===== src/rtl/scale_pkg.sv =====
// -----------------------------------------------------------------------------
// scale_pkg
// Shared definitions for the image-scaling fetch controller:
//   - default datapath widths (pixel, address, coordinate, fraction)
//   - FSM state encoding used by scale_fetch_ctrl (also exported on dbg_state)
//   - neighbour index constants naming the four reads issued per pixel
// -----------------------------------------------------------------------------
package scale_pkg;

    localparam int DEF_PW = 16;  // pixel width
    localparam int DEF_AW = 16;  // memory address width
    localparam int DEF_CW = 11;  // integer coordinate width
    localparam int DEF_FB = 8;   // fractional bits of step / accumulators

    // Read order within one destination pixel: (m,n), (m+1,n), (m,n+1), (m+1,n+1)
    localparam logic [1:0] K_MN   = 2'd0;
    localparam logic [1:0] K_M1N  = 2'd1;
    localparam logic [1:0] K_MN1  = 2'd2;
    localparam logic [1:0] K_M1N1 = 2'd3;

    typedef enum logic [2:0] {
        ST_IDLE    = 3'd0,
        ST_FETCH   = 3'd1,
        ST_LAST    = 3'd2,
        ST_PRESENT = 3'd3,
        ST_HOLD    = 3'd4,
        ST_DONE    = 3'd5
    } state_t;

endpackage


===== src/rtl/scale_coord_gen.sv =====
// -----------------------------------------------------------------------------
// scale_coord_gen
// Destination-to-source coordinate generator for one frame.
// Holds the frame configuration, the fixed-point source accumulators
// (acc_x/acc_y) and the destination pixel counters (out_x/out_y).
//
// Ports:
//   clk, reset          clock, asynchronous active-low reset
//   init                capture configuration, clear accumulators/counters
//   advance             step to the next destination pixel (raster order)
//   k                   neighbour index selecting which of the 4 addresses
//   src_w/src_h         source dimensions (captured on init)
//   dst_w/dst_h         destination dimensions (captured on init)
//   step_x/step_y       source step per destination pixel, FB fraction bits
//   base_addr           source frame base address (captured on init)
//   rd_addr             address of neighbour k of the current pixel
//   frac_x/frac_y       fractional part of the current source coordinate
//   row_end             current pixel is the last of its row
//   last_pixel          current pixel is the last of the frame
// -----------------------------------------------------------------------------
module scale_coord_gen
    import scale_pkg::*;
#(
    parameter int AW = DEF_AW,
    parameter int CW = DEF_CW,
    parameter int FB = DEF_FB
) (
    input  logic             clk,
    input  logic             reset,
    input  logic             init,
    input  logic             advance,
    input  logic [1:0]       k,
    input  logic [CW-1:0]    src_w,
    input  logic [CW-1:0]    src_h,
    input  logic [CW-1:0]    dst_w,
    input  logic [CW-1:0]    dst_h,
    input  logic [CW+FB-1:0] step_x,
    input  logic [CW+FB-1:0] step_y,
    input  logic [AW-1:0]    base_addr,
    output logic [AW-1:0]    rd_addr,
    output logic [FB-1:0]    frac_x,
    output logic [FB-1:0]    frac_y,
    output logic             row_end,
    output logic             last_pixel
);

    // One extra integer bit so step*(dst-1) cannot overflow the accumulator.
    localparam int ACCW = CW + FB + 1;
    // Integer part of the accumulator.
    localparam int CRW  = CW + 1;
    localparam int PRW  = CRW + CW;

    logic [CW-1:0]    src_w_q, src_w_d;
    logic [CW-1:0]    src_h_q, src_h_d;
    logic [CW-1:0]    dst_w_q, dst_w_d;
    logic [CW-1:0]    dst_h_q, dst_h_d;
    logic [CW+FB-1:0] step_x_q, step_x_d;
    logic [CW+FB-1:0] step_y_q, step_y_d;
    logic [AW-1:0]    base_q, base_d;
    logic [ACCW-1:0]  acc_x_q, acc_x_d;
    logic [ACCW-1:0]  acc_y_q, acc_y_d;
    logic [CW-1:0]    out_x_q, out_x_d;
    logic [CW-1:0]    out_y_q, out_y_d;

    logic [CRW-1:0]   m_raw, n_raw;
    logic [CRW-1:0]   h_max, w_max;
    logic [CRW-1:0]   m_c, n_c, m1, n1;
    logic [CRW-1:0]   row_sel, col_sel;
    logic [PRW-1:0]   row_off;

    assign row_end    = (out_x_q == (dst_w_q - CW'(1)));
    assign last_pixel = row_end && (out_y_q == (dst_h_q - CW'(1)));

    always_comb begin
        src_w_d  = src_w_q;
        src_h_d  = src_h_q;
        dst_w_d  = dst_w_q;
        dst_h_d  = dst_h_q;
        step_x_d = step_x_q;
        step_y_d = step_y_q;
        base_d   = base_q;
        acc_x_d  = acc_x_q;
        acc_y_d  = acc_y_q;
        out_x_d  = out_x_q;
        out_y_d  = out_y_q;
        if (init) begin
            src_w_d  = src_w;
            src_h_d  = src_h;
            dst_w_d  = dst_w;
            dst_h_d  = dst_h;
            step_x_d = step_x;
            step_y_d = step_y;
            base_d   = base_addr;
            acc_x_d  = '0;
            acc_y_d  = '0;
            out_x_d  = '0;
            out_y_d  = '0;
        end else if (advance) begin
            if (row_end) begin
                // New row restarts x from the left edge rather than wrapping
                // the accumulator, so rounding error never carries across rows.
                out_x_d = '0;
                acc_x_d = '0;
                out_y_d = out_y_q + CW'(1);
                acc_y_d = acc_y_q + ACCW'(step_y_q);
            end else begin
                out_x_d = out_x_q + CW'(1);
                acc_x_d = acc_x_q + ACCW'(step_x_q);
            end
        end
    end

    // Source coordinates: both the base coordinate and its +1 neighbour are
    // clamped to the last valid row/column so reads never wrap into the
    // adjacent line or past the frame.
    always_comb begin
        m_raw   = acc_y_q[ACCW-1:FB];
        n_raw   = acc_x_q[ACCW-1:FB];
        h_max   = {1'b0, src_h_q} - CRW'(1);
        w_max   = {1'b0, src_w_q} - CRW'(1);
        m_c     = (m_raw > h_max) ? h_max : m_raw;
        n_c     = (n_raw > w_max) ? w_max : n_raw;
        m1      = (m_c >= h_max) ? h_max : m_c + CRW'(1);
        n1      = (n_c >= w_max) ? w_max : n_c + CRW'(1);
        row_sel = ((k == K_M1N) || (k == K_M1N1)) ? m1 : m_c;
        col_sel = ((k == K_MN1) || (k == K_M1N1)) ? n1 : n_c;
        row_off = PRW'(row_sel) * PRW'(src_w_q);
        rd_addr = base_q + AW'(row_off) + AW'(col_sel);
    end

    assign frac_x = acc_x_q[FB-1:0];
    assign frac_y = acc_y_q[FB-1:0];

    always_ff @(posedge clk or negedge reset) begin
        if (!reset) begin
            src_w_q  <= '0;
            src_h_q  <= '0;
            dst_w_q  <= '0;
            dst_h_q  <= '0;
            step_x_q <= '0;
            step_y_q <= '0;
            base_q   <= '0;
            acc_x_q  <= '0;
            acc_y_q  <= '0;
            out_x_q  <= '0;
            out_y_q  <= '0;
        end else begin
            src_w_q  <= src_w_d;
            src_h_q  <= src_h_d;
            dst_w_q  <= dst_w_d;
            dst_h_q  <= dst_h_d;
            step_x_q <= step_x_d;
            step_y_q <= step_y_d;
            base_q   <= base_d;
            acc_x_q  <= acc_x_d;
            acc_y_q  <= acc_y_d;
            out_x_q  <= out_x_d;
            out_y_q  <= out_y_d;
        end
    end

endmodule


===== src/rtl/scale_fetch_ctrl.sv =====
// -----------------------------------------------------------------------------
// scale_fetch_ctrl
// Sequences the image-scaling datapath for one frame: walks destination
// pixels in raster order, issues four source reads per pixel (2x2
// neighbourhood), captures the returned data and presents it together with
// the interpolation fractions.
//
// Ports:
//   clk, reset             clock, asynchronous active-low reset
//   start                  frame start pulse, honoured only while idle
//   src_w/src_h            source dimensions, sampled at start
//   dst_w/dst_h            destination dimensions, sampled at start
//   step_x/step_y          source step per destination pixel (1.0 = 1<<FB)
//   base_addr              source frame base address, sampled at start
//   hold                   downstream stall request
//   mem_rd_en/mem_rd_addr  read strobe and address
//   mem_rd_data            read data
//   imgmn..imgm1n1         pixels (m,n), (m+1,n), (m,n+1), (m+1,n+1)
//   frac_x/frac_y          fractional source coordinate of presented pixel
//   img_rdy                one-cycle pulse: pixel and frac outputs valid
//   busy                   frame in progress
//   done                   one-cycle pulse after the last pixel
//   dbg_state              current FSM state (scale_pkg::state_t encoding)
//
// Interface timing: a read is issued in every cycle mem_rd_en=1 and its data
// must be on mem_rd_data exactly one cycle later (no back-pressure on the
// memory side). img_rdy is a pulse with no ready handshake; the consumer
// stalls the next pixel with hold, sampled only as a pixel is presented and
// while already held, so a fetch in progress always completes.
// -----------------------------------------------------------------------------
module scale_fetch_ctrl
    import scale_pkg::*;
#(
    parameter int PW = DEF_PW,
    parameter int AW = DEF_AW,
    parameter int CW = DEF_CW,
    parameter int FB = DEF_FB
) (
    input  logic             clk,
    input  logic             reset,
    input  logic             start,
    input  logic [CW-1:0]    src_w,
    input  logic [CW-1:0]    src_h,
    input  logic [CW-1:0]    dst_w,
    input  logic [CW-1:0]    dst_h,
    input  logic [CW+FB-1:0] step_x,
    input  logic [CW+FB-1:0] step_y,
    input  logic [AW-1:0]    base_addr,
    input  logic             hold,
    output logic             mem_rd_en,
    output logic [AW-1:0]    mem_rd_addr,
    input  logic [PW-1:0]    mem_rd_data,
    output logic [PW-1:0]    imgmn,
    output logic [PW-1:0]    imgm1n,
    output logic [PW-1:0]    imgmn1,
    output logic [PW-1:0]    imgm1n1,
    output logic [FB-1:0]    frac_x,
    output logic [FB-1:0]    frac_y,
    output logic             img_rdy,
    output logic             busy,
    output logic             done,
    output logic [2:0]       dbg_state
);

    state_t              state_q, state_d;
    logic [1:0]          k_q, k_d;
    logic [FB-1:0]       frac_x_q, frac_x_d;
    logic [FB-1:0]       frac_y_q, frac_y_d;
    logic                rd_vld_q, rd_vld_d;
    logic [1:0]          rd_k_q, rd_k_d;
    logic [3:0][PW-1:0]  pix_q, pix_d;

    logic                cg_init;
    logic                cg_advance;
    logic                rd_en;
    logic [AW-1:0]       cg_addr;
    logic [FB-1:0]       cg_frac_x;
    logic [FB-1:0]       cg_frac_y;
    logic                row_end;
    logic                last_pixel;

    scale_coord_gen #(
        .AW (AW),
        .CW (CW),
        .FB (FB)
    ) u_coord (
        .clk        (clk),
        .reset      (reset),
        .init       (cg_init),
        .advance    (cg_advance),
        .k          (k_q),
        .src_w      (src_w),
        .src_h      (src_h),
        .dst_w      (dst_w),
        .dst_h      (dst_h),
        .step_x     (step_x),
        .step_y     (step_y),
        .base_addr  (base_addr),
        .rd_addr    (cg_addr),
        .frac_x     (cg_frac_x),
        .frac_y     (cg_frac_y),
        .row_end    (row_end),
        .last_pixel (last_pixel)
    );

    // FSM next-state and strobes.
    always_comb begin
        state_d    = state_q;
        k_d        = k_q;
        frac_x_d   = frac_x_q;
        frac_y_d   = frac_y_q;
        cg_init    = 1'b0;
        cg_advance = 1'b0;
        rd_en      = 1'b0;
        img_rdy    = 1'b0;
        done       = 1'b0;
        case (state_q)
            ST_IDLE: begin
                if (start) begin
                    cg_init = 1'b1;
                    k_d     = K_MN;
                    // An empty destination finishes without touching memory.
                    if ((dst_w == '0) || (dst_h == '0)) begin
                        state_d = ST_DONE;
                    end else begin
                        state_d = ST_FETCH;
                    end
                end
            end
            ST_FETCH: begin
                rd_en = 1'b1;
                k_d   = k_q + 2'd1;
                if (k_q == K_M1N1) begin
                    state_d = ST_LAST;
                end
            end
            ST_LAST: begin
                // Accumulators still describe this pixel here; they move on
                // during PRESENT, so the fractions are latched now and held
                // for the consumer alongside the pixel registers.
                frac_x_d = cg_frac_x;
                frac_y_d = cg_frac_y;
                state_d  = ST_PRESENT;
            end
            ST_PRESENT: begin
                img_rdy    = 1'b1;
                cg_advance = 1'b1;
                k_d        = K_MN;
                if (last_pixel) begin
                    state_d = ST_DONE;
                end else if (hold) begin
                    state_d = ST_HOLD;
                end else begin
                    state_d = ST_FETCH;
                end
            end
            ST_HOLD: begin
                if (!hold) begin
                    state_d = ST_FETCH;
                end
            end
            ST_DONE: begin
                done    = 1'b1;
                state_d = ST_IDLE;
            end
            default: begin
                state_d = ST_IDLE;
            end
        endcase
    end

    // Read data arrives one cycle after its strobe; remember which neighbour
    // each outstanding read belongs to and drop the data into that register.
    always_comb begin
        rd_vld_d = rd_en;
        rd_k_d   = k_q;
        pix_d    = pix_q;
        if (rd_vld_q) begin
            pix_d[rd_k_q] = mem_rd_data;
        end
    end

    always_ff @(posedge clk or negedge reset) begin
        if (!reset) begin
            state_q  <= ST_IDLE;
            k_q      <= '0;
            frac_x_q <= '0;
            frac_y_q <= '0;
            rd_vld_q <= 1'b0;
            rd_k_q   <= '0;
            pix_q    <= '0;
        end else begin
            state_q  <= state_d;
            k_q      <= k_d;
            frac_x_q <= frac_x_d;
            frac_y_q <= frac_y_d;
            rd_vld_q <= rd_vld_d;
            rd_k_q   <= rd_k_d;
            pix_q    <= pix_d;
        end
    end

    assign mem_rd_en   = rd_en;
    assign mem_rd_addr = rd_en ? cg_addr : '0;
    assign imgmn       = pix_q[K_MN];
    assign imgm1n      = pix_q[K_M1N];
    assign imgmn1      = pix_q[K_MN1];
    assign imgm1n1     = pix_q[K_M1N1];
    assign frac_x      = frac_x_q;
    assign frac_y      = frac_y_q;
    assign busy        = (state_q != ST_IDLE);
    assign dbg_state   = state_q;

endmodule


===== config.mk =====
export PLATFORM = sky130hd
export DESIGN_NAME = scale_fetch_ctrl
export DESIGN_NICKNAME = d
export VERILOG_FILES = /design/src/rtl/scale_pkg.sv /design/src/rtl/scale_coord_gen.sv /design/src/rtl/scale_fetch_ctrl.sv
export SDC_FILE = /design/constraint.sdc
export NUM_CORES = 1
export LEC_CHECK = 0
export ABC_AREA = 1
export CORE_UTILIZATION = 65
export DETAILED_ROUTE_END_ITERATION = 6
export DONT_BUFFER_PORTS = 1
export PLACE_DENSITY = 0.81
export SLEW_MARGIN = 10
export SYNTH_ARGS = -nofsm -noshare
export SYNTH_HDL_FRONTEND = slang
export SYNTH_SLANG_ARGS = --single-unit

===== constraint.sdc =====
create_clock -name clk -period 16.2 [get_ports clk]
set_clock_uncertainty 0.1 [all_clocks]
set_input_delay 4.05 -clock clk [delete_from_list [all_inputs] [get_ports clk]]
set_output_delay 4.05 -clock clk [all_outputs]
set_load 0.1 [all_outputs]

-- Word level (Yosys, flattened, before mapping)
Cells that the tools add are included.
- $add $sub $neg: 13
- multipliers: 1
- div/mod/pow operators: 0
- magnitude comparators: 6
- eq/ne operators: 13
- shift-type cells: 0
- muxes and demuxes: 36
- bitwise operators: 0
- reduce and logical (&&, ||, !) cells: 15
- operators by type and width (cell ; number):
    $mux 20 ; 6
    $mux 12 ; 6
    $mux 11 ; 6
    $bwmux 64 ; 1
    $add 20x19->20 ; 2
    $demux 16 s2 ; 1
    $mux 16 ; 2
    $add 12x1->12 const B ; 2
    $ge 12x12->1 ; 2
    $gt 12x12->1 ; 2
    $sub 11x1->12 const B ; 2
    $add 11x1->11 const B ; 2
    $eq 11x11->1 ; 2
    $logic_not 11->1 ; 2
    $sub 11x1->11 const B ; 2
    $mux 3 ; 6
    $add 16x12->16 ; 1
    $add 16x16->16 ; 1
    $mul 12x11->16 ; 1
    $pmux 3 s5 ; 1
    $eq 3x2->1 const B ; 2
    $eq 3x3->1 const B ; 2
    $ne 2x2->1 const B ; 3
    $pmux 2 s3 ; 1
    15 further kinds ; 26
- flip-flop bits (word level): 248
- bits in latches: 0
- bits in writable memories: 0
- bits in read-only memories: 0
- bits of input ports: 118
- output and inout bits: 103
- memories: 0

-- Longest topological paths before layout
Gate-level depths: netlist of run 1.
- word-level depth: 10
- mapped depth: 69
- depth with buffers taken out: 67

-- By module
A second synthesis of run 1 with hierarchy kept.
- cells, all modules: 2341
- area total of the unflattened synthesis: 18666.7 um2
- by module, submodules not included (module ; instances ; cells each ; area an instance (um2) ; sequential area each (um2)):
    scale_coord_gen ; 1 ; 1981 ; 15149.5 ; 4003.8
    scale_fetch_ctrl ; 1 ; 360 ; 3517.1 ; 2202.1

-- Least setup slack after synthesis of run 1
Ideal clock, no wire load.
- path kind: flip-flop to output port
- from: reg u_coord.src_w_q[0]
- to: out mem_rd_addr[10]
- arrival: 10736 ps
- path slack: 1314 ps
- stages on the path, launching flop included: 52
- buffers on the path: 3
- cells stage by stage: dfrtp_1 > inv_1 > clkbuf_1 > ha_1 > nand3_1 > nor3_1 > xor2_1 > ha_1 > nand4_1 > inv_1 > nand3_1 > o2111ai_1 > nand2_1 > clkbuf_1 > nand2_1 > o21ai_0 > ha_1 > a21boi_0 > [16 not listed] > fa_1 > inv_1 > fa_1 > inv_1 > fa_1 > fa_1 > inv_1 > ha_1 > inv_1 > nor2_1 > nor2_1 > o21bai_1 > nand2_1 > inv_1 > nor2_1 > o21ai_0 > nor2_1 > nor3_1
- word-level cells in the longest chain between the ends: 8
- elaborated cells between the ends (all ways): 11
- those cells by class: add/sub: 4; mul: 1; order compare: 2; mux: 4
- ends and longest elaborated chain (element ; line ; RTL):
    start: declaration ; scale_coord_gen.sv:53 ; logic [CW-1:0] src_w_q, src_w_d;
    start signal: assignment ; scale_coord_gen.sv:148 ; src_w_q <= src_w_d;
    $sub 11x1->12 ; scale_coord_gen.sv:120 ; w_max = {1'b0, src_w_q} - CRW'(1);
    $gt 12x12->1 ; scale_coord_gen.sv:122 ; n_c = (n_raw > w_max) ? w_max : n_raw;
    $mux 12 ; scale_coord_gen.sv:122 ;
    $add 12x1->12 or $ge 12x12->1 (tied branches) ; scale_coord_gen.sv:124 ; n1 = (n_c >= w_max) ? w_max : n_c + CRW'(1);
    $mux 12 ; scale_coord_gen.sv:124 ;
    $mux 12 ; scale_coord_gen.sv:126 ; col_sel = ((k == K_MN1) || (k == K_M1N1)) ? n1 : n_c;
    $add 16x12->16 * ; scale_coord_gen.sv:128 ; rd_addr = base_q + AW'(row_off) + AW'(col_sel);
    $mux 16 * ; scale_fetch_ctrl.sv:204 ; assign mem_rd_addr = rd_en ? cg_addr : '0;
    end: declaration ; scale_fetch_ctrl.sv:51 ; output logic [AW-1:0] mem_rd_addr,
Mark *: on every way between the ends. The rest lies on a longest branch, timed or not.

-- Worst setup path in the final report of run 1
- from: reg u_coord.src_h_q[0]
- to: out mem_rd_addr[15]
- word-level cells in the longest chain between the ends: 10
- elaborated cells between the ends (all ways): 11
- those cells by class: add/sub: 4; mul: 1; order compare: 2; mux: 4
- ends and longest elaborated chain (element ; line ; RTL):
    start: declaration ; scale_coord_gen.sv:54 ; logic [CW-1:0] src_h_q, src_h_d;
    start signal: assignment ; scale_coord_gen.sv:149 ; src_h_q <= src_h_d;
    $sub 11x1->12 * ; scale_coord_gen.sv:119 ; h_max = {1'b0, src_h_q} - CRW'(1);
    $gt 12x12->1 ; scale_coord_gen.sv:121 ; m_c = (m_raw > h_max) ? h_max : m_raw;
    $mux 12 ; scale_coord_gen.sv:121 ;
    $add 12x1->12 or $ge 12x12->1 (tied branches) ; scale_coord_gen.sv:123 ; m1 = (m_c >= h_max) ? h_max : m_c + CRW'(1);
    $mux 12 ; scale_coord_gen.sv:123 ;
    $mux 12 * ; scale_coord_gen.sv:125 ; row_sel = ((k == K_M1N) || (k == K_M1N1)) ? m1 : m_c;
    $mul 12x11->16 * ; scale_coord_gen.sv:127 ; row_off = PRW'(row_sel) * PRW'(src_w_q);
    $add 16x16->16 * ; scale_coord_gen.sv:128 ;
    $add 16x12->16 * ; scale_coord_gen.sv:128 ;
    $mux 16 * ; scale_fetch_ctrl.sv:204 ;
Marked as above.

==> results of run 1 <==
routing by layer:
metal | vias to the layer above | global-route usage, % | part of all wire [%]
met5 | - | 0 | 0.037
met3 | 90 | 5.44 | 7.4
met2 | 557 | 53.8 | 47
met4 | 2 | 8.85 | 2.3
met1 | 7444 | 42.3 | 43
li1 | 7512 | - | -
cell type report:
cell class              count  area [sq um]
multi-input cells        1674         10700
fillers                  2195          7870
flip-flops and latches    248          6210
inverters                 398          1500
clock buffers              35           777
well taps                 378           473
repair buffers             19           240
clock inverters            15           199
diodes                      1          2.50
registers in the layout (all words and copies together), names as in the netlist:
name and cells:
dbg_state 3, frac_x 8, frac_y 8, imgm1n 16, imgm1n1 16, imgmn 16, imgmn1 16, k_q 2
rd_k_q 2, rd_vld_q 1, u_coord.acc_x_q 20, u_coord.acc_y_q 20, u_coord.base_q 16, u_coord.dst_h_q 11, u_coord.dst_w_q 11, u_coord.out_x_q 11
u_coord.out_y_q 11, u_coord.src_h_q 11, u_coord.src_w_q 11, u_coord.step_x_q 19, u_coord.step_y_q 19
placed cells by master, fill, tap and decap left out, types with 14 or more instances in the layout:
cell type and count:
clkbuf_16 29, nand2_1 612, nor2_1 155, buf_4 14, inv_1 391, fa_1 98
o21ai_0 215, ha_1 133, o22ai_1 22, a21oi_1 87, nor3_1 30, nand3_1 66
dfrtp_1 247, xnor2_1 17, xor2_1 62, nor2_2 19, nand4_1 16, nand2_2 20
cells in the mapped netlist, types with 7 or more instances:
master / instances / area share (%)
nand2_1: 613 / 12
inv_1: 393 / 7.9
dfrtp_1: 248 / 33
o21ai_0: 217 / 5.9
nor2_1: 165 / 3.3
ha_1: 133 / 9.0
fa_1: 98 / 11
a21oi_1: 90 / 2.4
nand3_1: 66 / 1.8
xor2_1: 63 / 3.0
clkbuf_1: 56 / 1.1
nor3_1: 36 / 0.97
o22ai_1: 22 / 0.74
nand2_2: 20 / 0.67
xnor2_1: 17 / 0.80
nand4_1: 16 / 0.54
nor2_2: 11 / 0.37
o21bai_1: 11 / 0.44
a31oi_1: 8 / 0.27
nor4_1: 8 / 0.27
o21a_1: 7 / 0.28
o31ai_1: 7 / 0.28
or2_2: 7 / 0.24
metrics by stage:
step | cell area [sq um] | utilization, %
after floorplan | 18600 | -
after global placement | 19000 | 68.1
after detailed placement | 19000 | 68.1
after CTS | 20000 | 71.6
after global routing | 20100 | 71.8
final | 20100 | 71.8
worst paths after layout:
path,slack (ns),cells past startpoint,from,to
hold reg to reg,0.33,0,k_q[1]$_DFFE_PN0P_,rd_k_q[1]$_DFF_PN0_
setup / recovery,0.98,61,u_coord.src_h_q[0]$_DFFE_PN0P_,mem_rd_addr[15]
setup reg to reg,10.22,14,dbg_state[1]$_DFFE_PN0P_,u_coord.acc_y_q[17]$_DFFE_PN0P_
max in group asynchronous,12.37,0,reset,u_coord.src_w_q[2]$_DFFE_PN0P_
hold / removal,0.33,0,k_q[1]$_DFFE_PN0P_,rd_k_q[1]$_DFF_PN0_
min in group asynchronous,3.09,0,reset,imgmn[10]$_DFFE_PN0P_
kinds of logic after synthesis:
group                    Yosys count  synth area share (%)
flip-flops                       248                  33.4
XOR/XNOR                          80                  3.78
AO/OA/AOI/OAI                    397                  11.8
AND/OR/NAND/NOR                  966                  21.8
buffers and inverters            462                  9.61
adder cells (fa/ha/maj)          231                  19.5
worst reg2reg max path, cell delays in order (launching register included):
cell     delay (ns)
dfrtp_1        0.85
nor2_1         0.31
inv_1          0.08
nor2_1         0.18
inv_1          0.48
nor2_4         0.21
buf_4          0.48
inv_2          0.07
nand2_1        0.55
nand2_1        0.53
inv_1          0.77
nand2_1        0.60
inv_1          0.38
o21ai_0        0.17
o22ai_1        0.14
what timing repair did:
item,in CTS,in global routing
gates resized for setup,0,12
buffers inserted,0,4
setup endpoints to repair,0,6
==> summary.md, run 1 <==
| Metric | Value |
|---|---|
| Register area share after synthesis | `33.4%` |
| Area delta synth->final | `8.13%` |
| Worst Hold Class | `reg2reg` |
| # DRC | `0` |
| Crit path largest cell delay | `0.54 ns` |
| Syn nets | `2733` |
| First-pass GRT wire length | `74700 um` |
| Clk Latency, worst-skew pair | `0.56 ns` |
| Initial antenna violation count | `2` |
| Post-route ant nets | `0` |
| Syn Inst Count | `2384` |
| Largest net degree at the start of global routing | `249` |
| Number of enable flip-flop cells after synthesis | `0` |
| Final hold vios | `0` |
| Drt wl/cell | `16.5 um` |
| Final GP Congestion | `0.945` |
| Placed Cells | `2713` |
| Avg Inst Size Synth | `7.79 sq um` |
| DP Worst Slack | `0.838 ns` |
| CP most frequent cell | `nand2_1` |
| Yosys reg bits | `248` |
| Slowest-stage cell, CP | `fa_1` |
| Num CTS Buffers | `28` |
| GRT overflow | `0` |
| Core area | `27900 sq um` |
| Max Clock Freq | `65.7 MHz` |
| Die W | `171 um` |
| Syn Std Cell Area | `18600 sq um` |
| Buf/Inv on CP | `11` |
| IO Port Bufs | `0` |
| Min Tclk post-route | `15.22 ns` |
| Final HPWL DP | `34000 um` |
| DR pass1 iterations | `6` |
| FFs w/ async S/R, synth | `100%` |
| Die outline height | `171 um` |
| Initial Util | `66.4%` |
| Crit Path Class | `reg2out` |
| Vias per std cell | `5.64` |
| Final setup vio count | `0` |
| Crit path max fanout | `22` |
| Critical Path AT | `11.07 ns` |
| Final worst-path cycle share | `93.9%` |
| Proportion of layout cells with a drive suffix above 1 | `6.45%` |
| Synth warn | `0` |
| CP Capture Type | `primary output` |
| Max_cap viols | `0` |
| Startpoint Class | `flip-flop` |
| TNS Setup | `0 ns` |
| H-tree levels | `1` |
| RSZ-0062 raised after global routing | `false` |
| Nets | `2718` |
| Final WL | `45600 um` |
| Iteration-0 DRC Markers | `1148` |
| CTS clock-pin slew for the worst setup and hold paths | `0.06 ns` |
| Max clock buf depth | `3` |
| Crit-path leading delay family | `adder cells` |
| Dominant synthesized flop cell | `dfrtp_1` |
| Vias in the first global route | `15300` |
| Worst Path Required | `12.05 ns` |
| Worst Setup Slack, final | `0.983 ns` |
| CTS tree | `built` |
| Finished Layout Cells | `2768` |
| Worst slew margin | `19.1%` |
| Die area | `29200 sq um` |
| Slew @ Worst Pin | `1.21 ns` |
| Yosys cell types | `54` |
| Routed vias | `15600` |
| Io pins | `221` |
| GRT Overall Usage | `31.9%` |
| Status | `complete, no violations` |
| Rows | `61` |
| Root Driver | `clkbuf_16` |
| Clk sinks | `248` |
| Hold Slack | `0.332 ns` |
| Max-slew violation count | `0` |
| Cts hold-fix bufs | `0` |
Power of run 1 is not shown: default switching activity piles up to over one toggle a cycle in this logic, so the estimate is an artifact.
==> run 2, diff against run 1 <==
--- a/config.mk
+++ b/config.mk
@@ -6,10 +6,12 @@
 export NUM_CORES = 1
 export LEC_CHECK = 0
 export ABC_AREA = 1
+export CORE_MARGIN = 5
 export CORE_UTILIZATION = 65
 export DETAILED_ROUTE_END_ITERATION = 6
 export DONT_BUFFER_PORTS = 1
 export PLACE_DENSITY = 0.81
+export RECOVER_POWER = 50
 export SLEW_MARGIN = 10
 export SYNTH_ARGS = -nofsm -noshare
 export SYNTH_HDL_FRONTEND = slang
==> summary.md, run 2 (synthesized netlist as in run 1, its figures left out) <==
| Metric | Value |
|---|---|
| H-tree levels | `1 (unchanged)` |
| Worst slew margin | `18.9% (-0.20 points)` |
| Core area | `28000 sq um (+0.27%)` |
| Placed Cells | `2711 (-0.074%)` |
| Final GP Congestion | `0.962 (+1.8%)` |
| Startpoint Class | `flip-flop` |
| Max Clock Freq | `64.7 MHz (-1.6%)` |
| M1 wire length | `19200 um (-2.3%)` |
| Crit path max fanout | `24 (+9.1%)` |
| Io pins | `221 (unchanged)` |
| Nets | `2715 (-0.11%)` |
| Max_cap viols | `0 (unchanged)` |
| Largest registers | `u_coord.acc_x_q: 20 flops, u_coord.acc_y_q: 20 flops` |
| Crit path largest cell delay | `0.55 ns (about the same)` |
| Num CTS Buffers | `27 (-3.6%)` |
| Area delta synth->final | `7.54%` |
| Vias in the first global route | `15700 (+2.7%)` |
| Die outline height | `179 um (+4.7%)` |
| Final HPWL DP | `34500 um (+1.5%)` |
| Slew @ Worst Pin | `1.22 ns (+0.00304 ns)` |
| Final setup vio count | `0 (unchanged)` |
| # diodes | `0 (-1)` |
| Max-slew violation count | `0 (unchanged)` |
| Vias per std cell | `5.67 (+0.49%)` |
| Worst Hold Class | `reg2reg` |
| Proportion of layout cells with a drive suffix above 1 | `6.04% (-0.40 points)` |
| Total of fill cells in the finished design | `2214 (+0.87%)` |
| Worst Path Required | `12.05 ns (about the same)` |
| Clk sinks | `248 (unchanged)` |
| Hold Slack | `0.344 ns (+0.0120 ns)` |
| IO Port Bufs | `0 (unchanged)` |
| Clk Latency, worst-skew pair | `0.55 ns (about the same)` |
| CP Capture Type | `primary output` |
| Buf/Inv on CP | `12 (+1)` |
| Largest net degree at the start of global routing | `249 (unchanged)` |
| Crit-path leading delay family | `adder cells` |
| Status | `complete, no violations` |
| GRT overflow | `0 (unchanged)` |
| Post-route ant nets | `0 (unchanged)` |
| DR WL met2 | `21500 um (+0.30%)` |
| GRT Overall Usage | `29.1% (-2.8 points)` |
| Critical Path AT | `11.31 ns (+0.24 ns)` |
| Iteration-0 DRC Markers | `1122 (-2.3%)` |
| Top sig layer | `met5` |
| Final hold vios | `0 (unchanged)` |
| Commonest non-fill, non-tap cell in the layout | `nand2_1` |
| Rows | `61 (unchanged)` |
| Slowest-stage cell, CP | `dfrtp_1` |
| Final worst-path cycle share | `95.4% (+1.5 points)` |
| Drt wl/cell | `16.8 um (+1.8%)` |
| Wire length on met3 | `4070 um (+21%)` |
| First-pass GRT wire length | `76100 um (+1.9%)` |
| Commonest non-fill, non-tap cells in the layout | `612 x nand2_1, 390 x inv_1, 248 x dfrtp_1, 216 x o21ai_0, 156 x nor2_1` |
| CTS clock-pin slew for the worst setup and hold paths | `0.06 ns (about the same)` |
| Max clock buf depth | `3 (unchanged)` |
| Crit Path Class | `reg2out` |
| Die W | `179 um (+4.7%)` |
| Initial antenna violation count | `2 (unchanged)` |
| DR pass1 iterations | `7 (+1)` |
| # DRC | `0 (unchanged)` |
| Root Driver | `clkbuf_16` |
| Initial Util | `66.3% (-0.18 points)` |
| Routed vias | `15600 (+0.24%)` |
| Die area | `32000 sq um (+9.6%)` |
| Min Tclk post-route | `15.46 ns (+0.240 ns)` |
| CP most frequent cell | `nand2_1` |
| Final WL | `46300 um (+1.6%)` |
| CTS tree | `built` |
| Finished Layout Cells | `2761 (-0.25%)` |
==> run 2: changes by cell type in the layout (fill, tap and decap cells not counted), sizes merged <==
| cell | previous run | this run |
|---|---|---|
| inv | 396 | 397 |
| diode | 1 | 0 |
| buf | 18 | 16 |
| clkinvlp | 6 | 4 |
| clkbuf | 36 | 33 |
==> run 2: metrics by stage <==
stage	instance area [sq um]	util, %	setup TNS [ns]	setup slack [ns]
floorplan	18600	-	0	1.31
global route	20000	71.3	-0.0400	-0.0350
global placement	19000	67.9	0	1.23
detailed placement	19000	67.9	0	0.841
CTS	19900	71.0	0	0.237
finish	20000	71.3	0	0.742
==> run 2: repair_timing <==
| action | in CTS | in global routing |
|---|---|---|
| gates resized for setup | 0 | 8 |
| setup buffers | 0 | 4 |
| endpoints found under the setup margin | 0 | 6 |
| hold buffers | 0 | 0 |
==> run 2: area by class of cell <==
class	instances	area (sq um)	share of cell area (%)
sequential	248	6210	31.1
timing repair buffer	17	225	1.13
inverter	398	1510	7.54
multi-input combinational	1674	10700	53.4
clock buffer	32	714	3.58
clock inverter	14	176	0.884
tap	378	473	2.37
==> run 2: path summary, 6_finish.rpt <==
check                      slack [ns]  cells after the start                         endpoint                            from
hold / removal                   0.34                      0              rd_k_q[1]$_DFF_PN0_              k_q[1]$_DFFE_PN0P_
max in group asynchronous       12.52                      0   u_coord.base_q[12]$_DFFE_PN0P_                           reset
setup / recovery                 0.74                     60                  mem_rd_addr[15]  u_coord.src_w_q[2]$_DFFE_PN0P_
min in group asynchronous        3.10                      0          imgm1n1[14]$_DFFE_PN0P_                           reset
hold reg to reg                  0.34                      0              rd_k_q[1]$_DFF_PN0_              k_q[1]$_DFFE_PN0P_
setup reg to reg                10.37                     10  u_coord.acc_y_q[17]$_DFFE_PN0P_        dbg_state[0]$_DFFE_PN0P_
==> run 2: worst register-to-register path: stages (launching register included) <==
cell and delay [ns]:
dfrtp_1 0.98, nand2_1 0.37, nor2_2 0.93, inv_1 0.19
nand2_1 0.61, nand2_1 0.50, inv_1 0.77, nand2_1 0.63
inv_1 0.41, o21ai_0 0.14, o22ai_1 0.12
==> run 2: metal layers <==
layer | vias up | track usage, %
met5 | - | 0
met4 | 4 | 9.47
met3 | 121 | 6.47
met2 | 604 | 48.2
met1 | 7413 | 38.4
li1 | 7500 | -
Power of run 2 is left out for the same reason.
